### config.mk
export PLATFORM = sky130hd
export DESIGN_NAME = huff_seq_ctrl_flat
export DESIGN_NICKNAME = d
export VERILOG_FILES = /design/src/rtl/huff_pkg.sv /design/src/rtl/huff_seq_ctrl_if.sv /design/src/rtl/huff_wdog.sv /design/src/rtl/huff_seq_ctrl.sv /design/src/flat_wrapper.sv
export SDC_FILE = /design/constraint.sdc
export NUM_CORES = 1
export LEC_CHECK = 0
export CAP_MARGIN = 10
export CORE_ASPECT_RATIO = 1.5
export CORE_MARGIN = 4
export CORE_UTILIZATION = 55
export CTS_BUF_LIST = sky130_fd_sc_hd__clkbuf_8
export CTS_CLUSTER_SIZE = 10
export DETAILED_ROUTE_END_ITERATION = 12
export PLACE_DENSITY = 0.88
export SLEW_MARGIN = 20
export SYNTH_ARGS = -nofsm -noshare
export SYNTH_HDL_FRONTEND = slang
export SYNTH_SLANG_ARGS = --single-unit
### constraint.sdc
create_clock -name clk -period 2.3 [get_ports clk]
set_input_delay 0.575 -clock clk [delete_from_list [all_inputs] [get_ports clk]]
set_output_delay 0.575 -clock clk [all_outputs]
set_load 0.02 [all_outputs]
### src/rtl/huff_pkg.sv
// Shared definitions for the Huffman encoder phase sequencer.
//   huff_st_t      : sequencer state encoding
//   HUFF_NSYM      : number of symbols handled by the encoder pipeline
//   HUFF_TIMEOUT   : default per-phase watchdog budget in cycles
//   huff_is_phase(): true for the states where a sub-block is working and the watchdog runs
package huff_pkg;

  typedef enum logic [2:0] {
    StIdle   = 3'd0,
    StCount  = 3'd1,
    StOrder  = 3'd2,
    StComb   = 3'd3,
    StDecode = 3'd4,
    StDone   = 3'd5,
    StErr    = 3'd6
  } huff_st_t;

  localparam int unsigned HUFF_NSYM    = 6;
  localparam int unsigned HUFF_TIMEOUT = 200;

  function automatic logic huff_is_phase(huff_st_t st);
    return (st == StOrder) || (st == StComb) || (st == StDecode);
  endfunction

endpackage

### src/rtl/huff_seq_ctrl_if.sv
// Handshake bundle between the phase sequencer and the encoder pipeline.
// master : sequencer side (drives starts, valids, grants, mem_sel, busy, err)
// slave  : pipeline side (drives gray_valid, done strobes, memory requests)
interface huff_seq_ctrl_if;
  import huff_pkg::*;

  logic gray_valid;
  logic cnt_en;
  logic cnt_clr;
  logic CNT_valid;
  logic ord_start;
  logic ord_done;
  logic cmb_start;
  logic mem_clear;
  logic cmb_done;
  logic dec_start;
  logic dec_done;
  logic code_valid;
  logic cmb_req;
  logic cmb_gnt;
  logic dec_req;
  logic dec_gnt;
  logic mem_sel;
  logic busy;
  logic err;

  modport master (
    input  gray_valid, ord_done, cmb_done, dec_done, cmb_req, dec_req,
    output cnt_en, cnt_clr, CNT_valid, ord_start, cmb_start, mem_clear, dec_start,
           code_valid, cmb_gnt, dec_gnt, mem_sel, busy, err
  );

  modport slave (
    output gray_valid, ord_done, cmb_done, dec_done, cmb_req, dec_req,
    input  cnt_en, cnt_clr, CNT_valid, ord_start, cmb_start, mem_clear, dec_start,
           code_valid, cmb_gnt, dec_gnt, mem_sel, busy, err
  );

endinterface

### src/rtl/huff_wdog.sv
// Per-phase watchdog counter.
// Ports:
//   clk, reset : clock, asynchronous active-low reset
//   clr        : restart the count (state entry)
//   en         : count this cycle (a sub-block phase is active)
//   expired    : the phase has used its last allowed cycle
module huff_wdog
  import huff_pkg::*;
#(
  parameter int unsigned TO_W    = 8,
  parameter int unsigned TIMEOUT = HUFF_TIMEOUT
) (
  input  logic clk,
  input  logic reset,
  input  logic clr,
  input  logic en,
  output logic expired
);

  logic [TO_W-1:0] cnt_q;

  assign expired = en && (cnt_q == TO_W'(TIMEOUT - 1));

  always_ff @(posedge clk or negedge reset) begin
    if (!reset) begin
      cnt_q <= '0;
    end else if (clr) begin
      cnt_q <= '0;
    end else if (en && !expired) begin
      cnt_q <= cnt_q + TO_W'(1);
    end
  end

endmodule

### src/rtl/huff_seq_ctrl.sv
// Phase sequencer and tree-memory arbiter for the Huffman encoder.
// Detects the grey-pixel burst, then walks count -> order -> combine -> decode, issuing
// one-cycle start pulses, CNT_valid and code_valid, and grants the shared tree memory to the
// combiner or decoder depending on the active phase. A stalled phase traps into a sticky error.
// Ports:
//   clk, reset : clock, asynchronous active-low reset
//   bus        : huff_seq_ctrl_if master modport (pixel valid, counter controls, phase
//                start/done handshakes, memory request/grant, mem_sel, busy, err)
module huff_seq_ctrl
  import huff_pkg::*;
#(
  parameter int unsigned CNT_W   = 8,
  parameter int unsigned TO_W    = 8,
  parameter int unsigned TIMEOUT = HUFF_TIMEOUT
) (
  input logic             clk,
  input logic             reset,
  huff_seq_ctrl_if.master bus
);

  huff_st_t         state_q, state_d;
  logic [CNT_W-1:0] cnt_q;
  logic             cnt_max;
  logic             wdog_clr, wdog_en, wdog_exp;

  logic cnt_valid_q, ord_start_q, cmb_start_q, dec_start_q, code_valid_q;
  logic mem_sel_q, err_q;

  assign cnt_max = (cnt_q == {CNT_W{1'b1}});

  // Done strobes win over a coincident watchdog expiry.
  always_comb begin
    state_d = state_q;
    unique case (state_q)
      StIdle: begin
        if (bus.gray_valid) state_d = StCount;
      end
      StCount: begin
        if (!bus.gray_valid) state_d = StOrder;
        else if (cnt_max)    state_d = StErr;
      end
      StOrder: begin
        if (bus.ord_done)  state_d = StComb;
        else if (wdog_exp) state_d = StErr;
      end
      StComb: begin
        if (bus.cmb_done)  state_d = StDecode;
        else if (wdog_exp) state_d = StErr;
      end
      StDecode: begin
        if (bus.dec_done)  state_d = StDone;
        else if (wdog_exp) state_d = StErr;
      end
      StDone:  state_d = StIdle;
      StErr:   state_d = StErr;
      default: state_d = StErr;
    endcase
  end

  assign wdog_clr = (state_d != state_q);
  assign wdog_en  = huff_is_phase(state_q);

  huff_wdog #(
    .TO_W    (TO_W),
    .TIMEOUT (TIMEOUT)
  ) u_wdog (
    .clk     (clk),
    .reset   (reset),
    .clr     (wdog_clr),
    .en      (wdog_en),
    .expired (wdog_exp)
  );

  // State, sample counter and registered outputs. Pulses are derived from the next state so
  // they line up with the first cycle of the phase they announce.
  always_ff @(posedge clk or negedge reset) begin
    if (!reset) begin
      state_q      <= StIdle;
      cnt_q        <= '0;
      cnt_valid_q  <= 1'b0;
      ord_start_q  <= 1'b0;
      cmb_start_q  <= 1'b0;
      dec_start_q  <= 1'b0;
      code_valid_q <= 1'b0;
      mem_sel_q    <= 1'b0;
      err_q        <= 1'b0;
    end else begin
      state_q <= state_d;

      // The accepting pixel in IDLE is the first sample.
      if (state_q == StIdle && bus.gray_valid) begin
        cnt_q <= CNT_W'(1);
      end else if (state_q == StCount && bus.gray_valid && !cnt_max) begin
        cnt_q <= cnt_q + CNT_W'(1);
      end

      cnt_valid_q  <= (state_d == StOrder)  && (state_q != StOrder);
      ord_start_q  <= (state_d == StOrder)  && (state_q != StOrder);
      cmb_start_q  <= (state_d == StComb)   && (state_q != StComb);
      dec_start_q  <= (state_d == StDecode) && (state_q != StDecode);
      code_valid_q <= (state_d == StDone);
      mem_sel_q    <= (state_d == StDecode) || (state_d == StDone);
      err_q        <= (state_d == StErr);
    end
  end

  assign bus.CNT_valid  = cnt_valid_q;
  assign bus.ord_start  = ord_start_q;
  assign bus.cmb_start  = cmb_start_q;
  assign bus.mem_clear  = cmb_start_q;
  assign bus.dec_start  = dec_start_q;
  assign bus.code_valid = code_valid_q;
  assign bus.mem_sel    = mem_sel_q;
  assign bus.err        = err_q;

  assign bus.cnt_en  = bus.gray_valid && ((state_q == StIdle) || (state_q == StCount));
  assign bus.cnt_clr = bus.gray_valid && (state_q == StIdle);
  assign bus.busy    = (state_q != StIdle);

  // Grants follow the live state so they drop the instant reset is asserted.
  assign bus.cmb_gnt = bus.cmb_req && (state_q == StComb);
  assign bus.dec_gnt = bus.dec_req && ((state_q == StDecode) || (state_q == StDone));

endmodule

### src/flat_wrapper.sv
// flat-port wrapper written by rule: the top's interface ports become plain ports
module huff_seq_ctrl_flat import huff_pkg::*;
#(
  parameter int unsigned CNT_W   = 8,
  parameter int unsigned TO_W    = 8,
  parameter int unsigned TIMEOUT = HUFF_TIMEOUT
)
  (clk, reset, bus_gray_valid, bus_ord_done, bus_cmb_done, bus_dec_done, bus_cmb_req, bus_dec_req, bus_cnt_en, bus_cnt_clr, bus_CNT_valid, bus_ord_start, bus_cmb_start, bus_mem_clear, bus_dec_start, bus_code_valid, bus_cmb_gnt, bus_dec_gnt, bus_mem_sel, bus_busy, bus_err);
  huff_seq_ctrl_if bus_i ();
  input logic clk;
  input logic reset;
  input wire logic [$bits(bus_i.gray_valid)-1:0] bus_gray_valid;
  input wire logic [$bits(bus_i.ord_done)-1:0] bus_ord_done;
  input wire logic [$bits(bus_i.cmb_done)-1:0] bus_cmb_done;
  input wire logic [$bits(bus_i.dec_done)-1:0] bus_dec_done;
  input wire logic [$bits(bus_i.cmb_req)-1:0] bus_cmb_req;
  input wire logic [$bits(bus_i.dec_req)-1:0] bus_dec_req;
  output wire logic [$bits(bus_i.cnt_en)-1:0] bus_cnt_en;
  output wire logic [$bits(bus_i.cnt_clr)-1:0] bus_cnt_clr;
  output wire logic [$bits(bus_i.CNT_valid)-1:0] bus_CNT_valid;
  output wire logic [$bits(bus_i.ord_start)-1:0] bus_ord_start;
  output wire logic [$bits(bus_i.cmb_start)-1:0] bus_cmb_start;
  output wire logic [$bits(bus_i.mem_clear)-1:0] bus_mem_clear;
  output wire logic [$bits(bus_i.dec_start)-1:0] bus_dec_start;
  output wire logic [$bits(bus_i.code_valid)-1:0] bus_code_valid;
  output wire logic [$bits(bus_i.cmb_gnt)-1:0] bus_cmb_gnt;
  output wire logic [$bits(bus_i.dec_gnt)-1:0] bus_dec_gnt;
  output wire logic [$bits(bus_i.mem_sel)-1:0] bus_mem_sel;
  output wire logic [$bits(bus_i.busy)-1:0] bus_busy;
  output wire logic [$bits(bus_i.err)-1:0] bus_err;
  assign bus_i.gray_valid = bus_gray_valid;
  assign bus_i.ord_done = bus_ord_done;
  assign bus_i.cmb_done = bus_cmb_done;
  assign bus_i.dec_done = bus_dec_done;
  assign bus_i.cmb_req = bus_cmb_req;
  assign bus_i.dec_req = bus_dec_req;
  assign bus_cnt_en = bus_i.cnt_en;
  assign bus_cnt_clr = bus_i.cnt_clr;
  assign bus_CNT_valid = bus_i.CNT_valid;
  assign bus_ord_start = bus_i.ord_start;
  assign bus_cmb_start = bus_i.cmb_start;
  assign bus_mem_clear = bus_i.mem_clear;
  assign bus_dec_start = bus_i.dec_start;
  assign bus_code_valid = bus_i.code_valid;
  assign bus_cmb_gnt = bus_i.cmb_gnt;
  assign bus_dec_gnt = bus_i.dec_gnt;
  assign bus_mem_sel = bus_i.mem_sel;
  assign bus_busy = bus_i.busy;
  assign bus_err = bus_i.err;
  huff_seq_ctrl #(.CNT_W(CNT_W), .TO_W(TO_W), .TIMEOUT(TIMEOUT)) u_core (.clk(clk), .reset(reset), .bus(bus_i));
endmodule
==> flow_summary.json <==
{
  "num_antenna_cells": 0,
  "grt_max_degree": 26,
  "layout_common_cells": "dfrtp_1, nand2_1, clkdlybuf4s50_1",
  "antenna_found_initial": 0,
  "async_flop_share_pct": 100,
  "finalSetupViolCount": 0,
  "clk-insertion-delay-late_ns": 0.27,
  "final_cells": 195,
  "dieArea_um2": 3490,
  "cp_cell_sequence": "clkdlybuf4s50_1 -> nor4b_4 -> dlygate4sd2_1",
  "ctsHtreeMaxLevel": 1,
  "cpPeakStageDelay_ns": 0.51,
  "dr.pass1.iters": 4,
  "fin_crit_sh_pct": 97.4,
  "cts_made_buffers": 3,
  "outcome": "complete, no violations",
  "drt_iter0_drc": 42,
  "path_class": "input pin to output pin",
  "die_x_um": 49.6,
  "cp_top_family": "buffers and inverters",
  "wirelength_um": 3140,
  "vias": 1164,
  "area_growth_pct": 21.0,
  "routedWlPerCell_um": 16.1,
  "fin_setup_tns_ns": 0,
  "ant_nets": 0,
  "dp_hpwl_um": 2300,
  "fp.dieH_um": 70.4,
  "overflow": 0,
  "synthTopCellsByArea": "dfrtp_1, xnor2_1, nand2_1",
  "cts.path.max_buffers": 2,
  "synth_edf_count": 0,
  "vias_per_cell": 5.97,
  "multi_input_area_um2": 756,
  "synth_top_area_share_pct": 43.9,
  "avgSynthCellArea_um2": 9.84,
  "drc": 0,
  "synth_seq_area_share_pct": 43.9,
  "fmax_mhz": 446,
  "track_usage_pct": 19.3,
  "cp.depth": 3,
  "drive_gt1_share_pct": 14.0,
  "fillers": 177,
  "yosys_warnings": 0,
  "ys_types": 40,
  "nets": 182,
  "ir_worst_vdd_v": 0.000765,
  "slew_headroom_pct": 68.1,
  "clkSinkCount": 25,
  "finClkSkew_ns": 0.00243,
  "yosysTopAreaCell": "dfrtp_1",
  "layout_commonest_cell": "dfrtp_1",
  "maxCapViolCount": 0,
  "fin_crit_ns": 2.24,
  "port_buffers": 20,
  "cts-root-buf": "clkbuf_8",
  "core-area_um2": 2480,
  "syn_area_um2": 1430,
  "synthFlopType": "dfrtp_1",
  "r2r_cells": 6,
  "worstMarginPinSlew_ns": 0.479,
  "holdPathStages": 2,
  "post_cts_buffers": 0,
  "rsz0062_at_grt": "false",
  "tritoncts": "done",
  "worstPathRequired_ns": 1.73,
  "crit_buf_inv": 2,
  "seqCellArea_um2": 626,
  "grt_pass1_vias": 1126,
  "cp_slowest_cell": "clkdlybuf4s50_1",
  "synth-seq-cells": 25,
  "clk_pin_slew_ns": 0.09,
  "synth_cells": 145,
  "rows": 22,
  "worstSetupStartpointType": "input pin",
  "worstHoldPathType": "flop to flop",
  "rrSetupSlack_ns": 0.39,
  "crit_fanout": 3,
  "arrival_ns": 1.67,
  "timing.final.max_slew_violations": 0,
  "syn_nets": 155,
  "cellPowerDensity_nw_per_um2": 967,
  "grt_first_pass_wirelength_um": 5320,
  "place.gp.congestion": 0.914,
  "place_inst": 191,
  "cp-end-kind": "output pin",
  "ioPinCount": 21,
  "start_util_pct": 57.6,
  "hold_viol_final": 0,
  "p_leak_nw": 0.730
}
## cell families (layout without fill, tap and decap cells)
family          Yosys count  in the layout  synth area share [%]
xor+xnor                 11             11                  6.75
flops                    25             25                  43.9
simple gates             72             72                  28.9
fa+ha+maj                 2              2                  1.75
compound gates           24             24                  13.4
mux                       3              3                  2.11
buf+inv                   8             34                  3.16
## metrics by stage
stage	power (mW)	utilization, %	area (um2)	setup slack [ns]	hold WS [ns]
2_1_floorplan	1.14	-	1430	0.522	0.279
3_3_place_gp	1.38	67.8	1680	-0.192	0.529
3_5_place_dp	1.41	67.8	1680	-0.225	0.536
4_1_cts	1.67	69.5	1720	0.0398	0.560
5_1_grt	1.77	69.6	1730	0.0261	0.592
6_report	1.67	69.6	1730	0.0587	0.561
## registers in the layout, indices dropped and copies added (netlist names)
name and cells:
u_core.u_wdog.cnt_q 8, u_core.bus.dec_start 1, u_core.bus.cmb_start 1, u_core.bus.CNT_valid 1, u_core.bus.mem_sel 1, u_core.state_q 3, u_core.bus.code_valid 1, u_core.bus.err 1
u_core.cnt_q 8
## layer usage
| layer | vias up | routed length [um] | track usage, % |
|---|---|---|---|
| li1 | 563 | - | - |
| met1 | 560 | 1330 | 23.8 |
| met2 | 31 | 1630 | 31.8 |
| met3 | 10 | 93 | 2.99 |
| met4 | 0 | 89 | 10.5 |
| met5 | - | 0 | 0 |
## cells in the mapped netlist, types with 4 or more instances
master and count:
o21ai_0 4, xor2_1 4, nor3_1 11, nand3_1 5, nor2b_1 4, nand2b_1 4
a21oi_1 6, dfrtp_1 25, nand2_1 15, nor2_1 14, xnor2_1 7
## layout make-up
| type | count | area share, % |
|---|---|---|
| flip-flops and latches | 25 | 36.3 |
| clock inverters | 1 | 0.435 |
| repair buffers | 28 | 14.9 |
| multi-input cells | 112 | 43.8 |
| clock buffers | 3 | 2.39 |
| well taps | 24 | 1.74 |
| inverters | 2 | 0.435 |
## worst register-to-register path, cell delays in order, from the launching register on
cell and delay, ns:
dfrtp_1 0.39, ha_1 0.20, and4b_1 0.27, nand2_1 0.16, or3_1 0.45, o2111ai_2 0.19
nor3_1 0.13
## repair_timing
| action | CTS | global route |
|---|---|---|
| cloned | 0 | 0 |
| gates resized for setup | 4 | 1 |
| endpoints found under the hold margin | 0 | 0 |
| hold buffers | 0 | 0 |
| setup endpoints to repair | 4 | 1 |
## final timing paths
kind                                                 endpoint                               start
min in group asynchronous         u_core.state_q[1]$_DFF_PN0_                               reset
max                                               bus_cnt_clr                      bus_gray_valid
max in group asynchronous        u_core.bus.mem_sel$_DFF_PN0_                               reset
max reg2reg                u_core.u_wdog.cnt_q[1]$_DFFE_PN0P_  u_core.u_wdog.cnt_q[0]$_DFFE_PN0P_
min                               u_core.cnt_q[1]$_DFFE_PN0P_         u_core.cnt_q[1]$_DFFE_PN0P_
min reg2reg                       u_core.cnt_q[1]$_DFFE_PN0P_         u_core.cnt_q[1]$_DFFE_PN0P_
## where the power goes
group          total [mW]  internal (mW)  switching (mW)
logic               0.787          0.336           0.451
clock network       0.272          0.123           0.148
registers           0.609          0.523          0.0859
Power figures use the tool's default switching activity.
